--- src/rtl/serial_word_feeder_if.sv ---
// ---------------------------------------------------------------------------
// serial_word_feeder_if
//   Bundle between a word producer / serial detector and serial_word_feeder.
//
//   Producer side (master drives):
//     data_in   [WIDTH] word to serialise, MSB sent first
//     in_valid           data_in is valid
//     hold               downstream stall, pauses shifting while high
//   Feeder side (slave drives):
//     in_ready           feeder can accept a word
//     det_clear          one-cycle strobe clearing the detector remainder
//     bit_out            current serial bit
//     bit_valid          bit_out is consumed this cycle (detector enable)
//     first_bit          qualifies the word's MSB
//     last_bit           qualifies the word's LSB
//     word_done          one-cycle pulse after the last bit
// ---------------------------------------------------------------------------
interface serial_word_feeder_if #(
    parameter int WIDTH = 8
);
    logic [WIDTH-1:0] data_in;
    logic             in_valid;
    logic             in_ready;
    logic             hold;
    logic             det_clear;
    logic             bit_out;
    logic             bit_valid;
    logic             first_bit;
    logic             last_bit;
    logic             word_done;

    modport master (
        output data_in, in_valid, hold,
        input  in_ready, det_clear, bit_out, bit_valid,
               first_bit, last_bit, word_done
    );

    modport slave (
        input  data_in, in_valid, hold,
        output in_ready, det_clear, bit_out, bit_valid,
               first_bit, last_bit, word_done
    );
endinterface

--- src/rtl/serial_word_feeder.sv ---
// ---------------------------------------------------------------------------
// serial_word_feeder
//   Upstream stage of the serial modulo-5 remainder detector. Accepts a
//   parallel word over valid/ready, strobes det_clear for one cycle, then
//   streams the word MSB-first (one bit per cycle with hold low) and pulses
//   word_done on the cycle after the last bit.
//
//   Parameters:
//     WIDTH   bits per word (minimum 2)
//   Ports:
//     clock   system clock, rising edge
//     reset   asynchronous, active-low reset
//     bus     serial_word_feeder_if.slave (handshake + detector-side signals)
// ---------------------------------------------------------------------------
module serial_word_feeder #(
    parameter int WIDTH = 8
) (
    input  logic                  clock,
    input  logic                  reset,
    serial_word_feeder_if.slave   bus
);

    localparam int              CW      = (WIDTH > 1) ? $clog2(WIDTH) : 1;
    localparam logic [CW-1:0]   CNT_MAX = CW'(WIDTH - 1);

    typedef enum logic [1:0] {
        IDLE,
        CLEAR,
        SHIFT,
        DONE
    } state_t;

    state_t           state;
    logic [WIDTH-1:0] shreg;
    logic [CW-1:0]    cnt;
    logic             det_clear_q;
    logic             word_done_q;

    logic             in_shift;
    logic             advance;

    assign in_shift = (state == SHIFT);
    assign advance  = in_shift && !bus.hold;

    // det_clear and word_done are registered so they coincide exactly with
    // the CLEAR and DONE states without decode glitches.
    always_ff @(posedge clock or negedge reset) begin
        if (!reset) begin
            state       <= IDLE;
            shreg       <= '0;
            cnt         <= '0;
            det_clear_q <= 1'b0;
            word_done_q <= 1'b0;
        end else begin
            det_clear_q <= 1'b0;
            word_done_q <= 1'b0;
            case (state)
                IDLE: begin
                    if (bus.in_valid) begin
                        shreg       <= bus.data_in;
                        cnt         <= CNT_MAX;
                        det_clear_q <= 1'b1;
                        state       <= CLEAR;
                    end
                end
                CLEAR: begin
                    state <= SHIFT;
                end
                SHIFT: begin
                    if (!bus.hold) begin
                        if (cnt == '0) begin
                            word_done_q <= 1'b1;
                            state       <= DONE;
                        end else begin
                            shreg <= {shreg[WIDTH-2:0], 1'b0};
                            cnt   <= cnt - 1'b1;
                        end
                    end
                end
                DONE: begin
                    state <= IDLE;
                end
                default: begin
                    state <= IDLE;
                end
            endcase
        end
    end

    assign bus.in_ready  = (state == IDLE);
    assign bus.det_clear = det_clear_q;
    assign bus.word_done = word_done_q;
    assign bus.bit_out   = in_shift && shreg[WIDTH-1];
    assign bus.bit_valid = advance;
    assign bus.first_bit = advance && (cnt == CNT_MAX);
    assign bus.last_bit  = advance && (cnt == '0);

endmodule

--- src/flat_wrapper.sv ---
// flat-port wrapper written by rule: the top's interface ports become plain ports
module serial_word_feeder_flat 
#(
    parameter int WIDTH = 8
)
  (clock, reset, bus_data_in, bus_in_valid, bus_hold, bus_in_ready, bus_det_clear, bus_bit_out, bus_bit_valid, bus_first_bit, bus_last_bit, bus_word_done);
  serial_word_feeder_if #(.WIDTH(WIDTH)) bus_i ();
  input  logic clock;
  input  logic reset;
  input wire logic [$bits(bus_i.data_in)-1:0] bus_data_in;
  input wire logic [$bits(bus_i.in_valid)-1:0] bus_in_valid;
  input wire logic [$bits(bus_i.hold)-1:0] bus_hold;
  output wire logic [$bits(bus_i.in_ready)-1:0] bus_in_ready;
  output wire logic [$bits(bus_i.det_clear)-1:0] bus_det_clear;
  output wire logic [$bits(bus_i.bit_out)-1:0] bus_bit_out;
  output wire logic [$bits(bus_i.bit_valid)-1:0] bus_bit_valid;
  output wire logic [$bits(bus_i.first_bit)-1:0] bus_first_bit;
  output wire logic [$bits(bus_i.last_bit)-1:0] bus_last_bit;
  output wire logic [$bits(bus_i.word_done)-1:0] bus_word_done;
  assign bus_i.data_in = bus_data_in;
  assign bus_i.in_valid = bus_in_valid;
  assign bus_i.hold = bus_hold;
  assign bus_in_ready = bus_i.in_ready;
  assign bus_det_clear = bus_i.det_clear;
  assign bus_bit_out = bus_i.bit_out;
  assign bus_bit_valid = bus_i.bit_valid;
  assign bus_first_bit = bus_i.first_bit;
  assign bus_last_bit = bus_i.last_bit;
  assign bus_word_done = bus_i.word_done;
  serial_word_feeder #(.WIDTH(WIDTH)) u_core (.clock(clock), .reset(reset), .bus(bus_i));
endmodule
--- config.mk ---
export PLATFORM = sky130hd
export DESIGN_NAME = serial_word_feeder_flat
export DESIGN_NICKNAME = d
export VERILOG_FILES = /design/src/rtl/serial_word_feeder_if.sv /design/src/rtl/serial_word_feeder.sv /design/src/flat_wrapper.sv
export SDC_FILE = /design/constraint.sdc
export NUM_CORES = 1
export LEC_CHECK = 0
export CORE_ASPECT_RATIO = 1.2
export CORE_MARGIN = 3
export CORE_UTILIZATION = 48
export DETAILED_ROUTE_END_ITERATION = 10
export MAX_ROUTING_LAYER = met4
export PLACE_DENSITY = 0.77
export SLEW_MARGIN = 20
export SYNTH_ARGS = -nofsm -noshare
export SYNTH_HDL_FRONTEND = slang
export SYNTH_SLANG_ARGS = --single-unit
--- constraint.sdc ---
create_clock -name clock -period 2 [get_ports clock]
set_input_delay 0.4 -clock clock [delete_from_list [all_inputs] [get_ports clock]]
set_output_delay 0.4 -clock clock [all_outputs]
set_load 0.1 [all_outputs]
==> metrics.yaml, run 1 <==
p_per_area_mw_per_mm2: 1672
vias_per_cell: 5.118
avgSynthCellArea_sq_um: 12.48
die_y_um: 52.05
post_drt_wl_per_cell_um: 13.20
grt_overflow: 0
antenna_cells: 0
start_util_pct: 51.68
cp_slowest_stage_delay_ns: 0.45
postRouteWirelength_um: 1452
placed_cell_area_sq_mm: 0.001114
rsz0062_at_grt: "false"
slew_headroom_pct: 51.72
rr_worst_depth: 4
ys_seq_elements: 15
io_pins: 19
dieArea_sq_mm: 0.002310
finalSetupViolCount: 0
r2r-end: "u_core.shreg[7]"
leakagePower_nw: 0.5474
ir_drop_mv: 0.9268
total_power_mw: 1.956
place_congestion: 0.7883
yosysSeqAreaShare_pct: 44.25
synthCells: 68
p_sw_share_pct: 41.64
synth_nets: 86
insertion_delay_ns: 0.28
ys.warnings.count: 0
drc_errors: 0
power_frac_clock_pct: 8.8
dp_hpwl_um: 1109
synth.distinct_cells: 25
cp.arrival_ns: 1.51
crit_family: "buffers and inverters"
status: "completed"
grt_pass1_wl_um: 2415
dr.pass1.iters: 4
worst_clock_skew_ns: 0.006477
maxCapViolations: 0
crit_start: "bus_hold"
grt_usage_pct: 15.20
crit_path_start_kind: "primary input"
clockBufferDepth: 2
synth_area_sq_um: 848.3
path_clk_slew_ns: 0.10
clock-sinks: 15
rrSetupSlack_ns: 0.21
worst_pin_slew_ns: 0.7221
setup_ws_ns: 0.08715
cp.required_ns: 1.60
power_frac_seq_pct: 27.0
grt_max_degree: 16
rows: 16
comb_power_share_pct: 64.2
max_freq_mhz: 522.8
hold_viol_final: 0
drt-initial-drc-count: 6
fin_area_sq_mm: 0.001170
htreeDepth: 1
num-fill-cells: 125
cp_max_fo: 6
hold_path.class: "primary input to asynchronous set/reset pin"
period_minus_slack_ns: 1.913
area_growth_pct: 37.91
timing.rr.start: "u_core.state[1]"
cp_cell_sequence: "clkdlybuf4s50_1 > and2b_4 > and3_4 > buf_12"
fin_crit_sh_pct: 95.64
path_buf_inv: 2
final_common_cell: "dfrtp_1"
core-area_sq_mm: 0.001642
numPortBuffers: 18
holdBufCountCts: 0
post-place-ws_ns: 0.07266
cts_tree: "built"
vias: 563
worst-setup-path-type: "primary input to output pin"
power.switching_uw: 814.4
nets: 111
layout_common_cells: "dfrtp_1, clkdlybuf4s50_1, mux2_2"
numCtsBuffers: 3
intPower_mw: 1.142
cts-root-buf: "clkbuf_4"
ant_nets: 0
slowest_stage: "clkdlybuf4s50_1"
grt_pass1_vias: 547
antenna_found_initial: 0
drive_gt1_share_pct: 43.48
drv_slew: 0
die_w_um: 44.38
endpoint_kind: "output pin"
==> flip-flops by register name, summed over array words and instances, names as in the netlist <==
register	count
u_core.bus.det_clear	1
u_core.bus.word_done	1
u_core.cnt	3
u_core.shreg	8
u_core.state	2
==> cells by family (layout without fill, tap and decap cells) <==
family                     count (synthesis)  in the layout  share of synthesized area, %
muxes                                     16             16                         24.34
and+or+nand+nor                           15             15                         10.91
AOI/OAI and AO/OA                          8              8                         7.080
adders and majority gates                  6              6                         8.849
DFF                                       15             15                         44.25
buffers and inverters                      8             32                         4.571
==> power by group through the flow <==
| stage | logic [mW] | registers, mW | clock network [mW] |
|---|---|---|---|
| detailed placement | 1.23 | 0.523 | 0 |
| finish | 1.26 | 0.527 | 0.173 |
| global route | 1.35 | 0.543 | 0.194 |
| CTS | 1.24 | 0.517 | 0.181 |
| floorplan | 0.931 | 0.547 | 0 |
| global placement | 1.21 | 0.517 | 0 |
==> final cells by class <==
type	count	area (sq um)	share of cell area, %
clock buffers	3	22.52	1.925
clock inverters	1	5.005	0.4278
inverters	6	22.52	1.925
multi-input cells	45	462.9	39.57
flip-flops and latches	15	375.4	32.09
well taps	18	22.52	1.925
repair buffers	22	259.0	22.14
==> worst max-delay path by stage <==
stage,end,cells past startpoint
6_report,bus_first_bit,4
4_1_cts,bus_first_bit,5
5_1_grt,bus_last_bit,5
3_5_place_dp,bus_first_bit,4
2_1_floorplan,bus_last_bit,4
3_3_place_gp,bus_first_bit,4
==> layer usage <==
metal | GRT usage, % | part of all wire (%)
met1 | 19.34 | 47
met3 | 2.076 | 4.9
met5 | - | 0
met2 | 22.82 | 47
met4 | 9.045 | 0.90
==> stage by stage <==
stage / std cells / util, % / TNS (ns) / hold slack, ns
final: 110 / 71.27 / 0 / 0.4301
after detailed placement: 105 / 67.84 / 0 / 0.4894
after CTS: 109 / 69.51 / 0 / 0.4296
after global placement: 105 / 67.84 / 0 / 0.4807
after floorplan: 68 / - / -0.03990 / 0.1044
after global routing: 110 / 71.27 / 0 / 0.4350
==> repair_timing <==
action | 4_1_cts | 5_1_grt
setup buffers | 0 | 1
resized for setup | 0 | 5
hold endpoints to repair | 0 | 0
endpoints found under the setup margin | 0 | 3
==> cell usage after synthesis (all sizes together) <==
master | instances | area, sq um
dfrtp | 15 | 375.4
o211ai | 1 | 12.51
a2bb2oi | 1 | 8.760
and3 | 1 | 7.510
nor2 | 1 | 3.750
and2b | 1 | 7.510
nor2b | 2 | 15.02
mux2 | 16 | 206.5
buf | 2 | 16.26
nand3 | 1 | 5.000
nand2 | 1 | 3.750
inv | 6 | 22.52
a22oi | 1 | 7.510
nand2b | 2 | 12.51
and2 | 5 | 31.28
ha | 6 | 75.07
nand4 | 1 | 6.260
o31ai | 1 | 7.510
a21oi | 1 | 5.000
o21ai | 3 | 18.77
(Power assumes the default switching activity.)
==> run 2: changes to the inputs <==
CELL_PAD_IN_SITES_DETAIL_PLACEMENT = 2   (was not set)
CELL_PAD_IN_SITES_GLOBAL_PLACEMENT = 2   (was not set)
CORE_UTILIZATION = 32   (was 48)
==> metrics.yaml, run 2 (synthesis gave the netlist of run 1 again) <==
slew_headroom_pct: 81.54  # +30 points
nets: 112  # +0.90%
cts-root-buf: "clkbuf_4"
power_frac_seq_pct: 26.9  # about the same
antenna_cells: 0  # unchanged
postRouteWirelength_um: 1930  # +33%
grt_pass1_vias: 685  # +25%
post-place-ws_ns: 0.06883  # -0.003825 ns
post_drt_wl_per_cell_um: 15.56  # +18%
vias_per_cell: 4.855  # -5.1%
reg_top3: "u_core.shreg: 8 flops, u_core.cnt: 3 flops, u_core.state: 2 flops"
vias: 602  # +6.9%
crit_path_start_kind: "primary input"
rrSetupSlack_ns: 0.24  # +0.03 ns
die_w_um: 53  # +19%
core-area_sq_mm: 0.002401  # +46%
drv_slew: 0  # unchanged
rsz0062_at_grt: "false"
maxCapViolations: 0  # unchanged
comb_power_share_pct: 64.7  # +0.5 points
io_pins: 19  # unchanged
intPower_mw: 1.162  # +1.8%
final_common_cell: "dfrtp_1"
antenna_found_initial: 0  # unchanged
finalSetupViolCount: 0  # unchanged
numCtsBuffers: 3  # unchanged
worst_clock_skew_ns: 0.005480  # -0.0009969 ns
area_growth_pct: 40.41
top_register: "u_core.shreg"
drt-initial-drc-count: 5  # -1
clock-sinks: 15  # unchanged
largest_reg_flops: 8  # unchanged
period_minus_slack_ns: 1.935  # +0.02262 ns
path_clk_slew_ns: 0.09  # about the same
dr.pass1.iters: 2  # -2
grt_pass1_wl_um: 3256  # +35%
ir_drop_mv: 0.7512  # -19%
clockBufferDepth: 2  # unchanged
setup_tns_ns: 0  # unchanged
grt_usage_pct: 13.69  # -1.5 points
grt_max_degree: 16  # unchanged
start_util_pct: 35.33  # -16 points
dp_hpwl_um: 1565  # +41%
power.switching_uw: 854.1  # +4.9%
cp.arrival_ns: 1.54  # +0.03 ns
drc_errors: 0  # unchanged
numPortBuffers: 18  # unchanged
layout_common_cells: "dfrtp_1, clkdlybuf4s50_1, mux2_2"
insertion_delay_ns: 0.28  # about the same
setup_ws_ns: 0.06454  # -0.02262 ns
hold_viol_final: 0  # unchanged
fin_crit_sh_pct: 96.77  # +1.1 points
leakagePower_nw: 0.5489  # +0.28%
cp_max_fo: 6  # unchanged
num-fill-cells: 243  # +94%
max_freq_mhz: 516.7  # -1.2%
status: "completed"
endpoint_kind: "output pin"
p_sw_share_pct: 42.36  # +0.72 points
cts_tree: "built"
cp.required_ns: 1.60  # about the same
grt_overflow: 0  # unchanged
worst-setup-path-type: "primary input to output pin"
rows: 19  # +3
drive_gt1_share_pct: 45.16  # +1.7 points
power_frac_clock_pct: 8.4  # -0.4 points
die_y_um: 62.40  # +20%
hold_path.class: "primary input to asynchronous set/reset pin"
worst_pin_slew_ns: 0.2792  # -0.4429 ns
ant_nets: 0  # unchanged
htreeDepth: 1  # unchanged
dieArea_sq_mm: 0.003307  # +43%
p_per_area_mw_per_mm2: 1693  # +1.3%
place_congestion: 0.6782  # -14%
==> run 2: what timing repair did <==
item                       4_1_cts  5_1_grt
hold buffers                     0        0
resized for setup                3        3
setup endpoints to repair        3        3
setup buffers                    0        1
cloned                           0        0
==> run 2: final cells by class <==
type	count	area [sq um]	area share, %
sequential	15	375.4	31.51
timing repair buffer	23	262.8	22.06
tap	31	38.79	3.256
clock inverter	1	5.005	0.4202
multi-input combinational	45	464.2	38.97
clock buffer	3	22.52	1.891
inverter	6	22.52	1.891
==> run 2: worst max-delay path, cell delays in order <==
cell	delay, ns
clkdlybuf4s50_1	0.44
and2b_4	0.31
and3_4	0.21
buf_12	0.17
==> run 2: final timing paths <==
check,from,endpoint,cells after the start
worst max-delay path,bus_hold,bus_first_bit,4
worst min-delay path,reset,u_core.state[0],2
worst max register to register,u_core.state[0],u_core.shreg[7],7
worst min register to register,u_core.shreg[6],u_core.shreg[6],1
max in group asynchronous,reset,u_core.shreg[7],2
min in group clock,u_core.shreg[6],u_core.shreg[6],1
==> run 2: metal layers <==
layer	routed length [um]	global-route usage (%)	vias up
li1	-	-	286
met1	756	15.26	300
met2	1059	23.60	14
met3	102	2.625	2
met4	12	4.792	0
met5	0	-	-
==> run 2: per-stage QoR <==
step	utilization (%)	cells	total power, mW	hold WS, ns	cell area [sq um]
global route	49.61	124	2.161	0.4473	1191
finish	49.61	124	2.016	0.4354	1191
global placement	47.37	119	1.765	0.4852	1137
CTS	49.04	123	2.032	0.4324	1177
floorplan	-	68	1.478	0.1044	859.6
detailed placement	47.37	119	1.827	0.4963	1137
==> run 2: power by group through the flow <==
stage | clock network [mW] | logic (mW) | registers, mW
floorplan | 0 | 0.931 | 0.547
CTS | 0.179 | 1.31 | 0.544
finish | 0.169 | 1.30 | 0.543
global placement | 0 | 1.24 | 0.523
global route | 0.191 | 1.40 | 0.566
detailed placement | 0 | 1.29 | 0.540
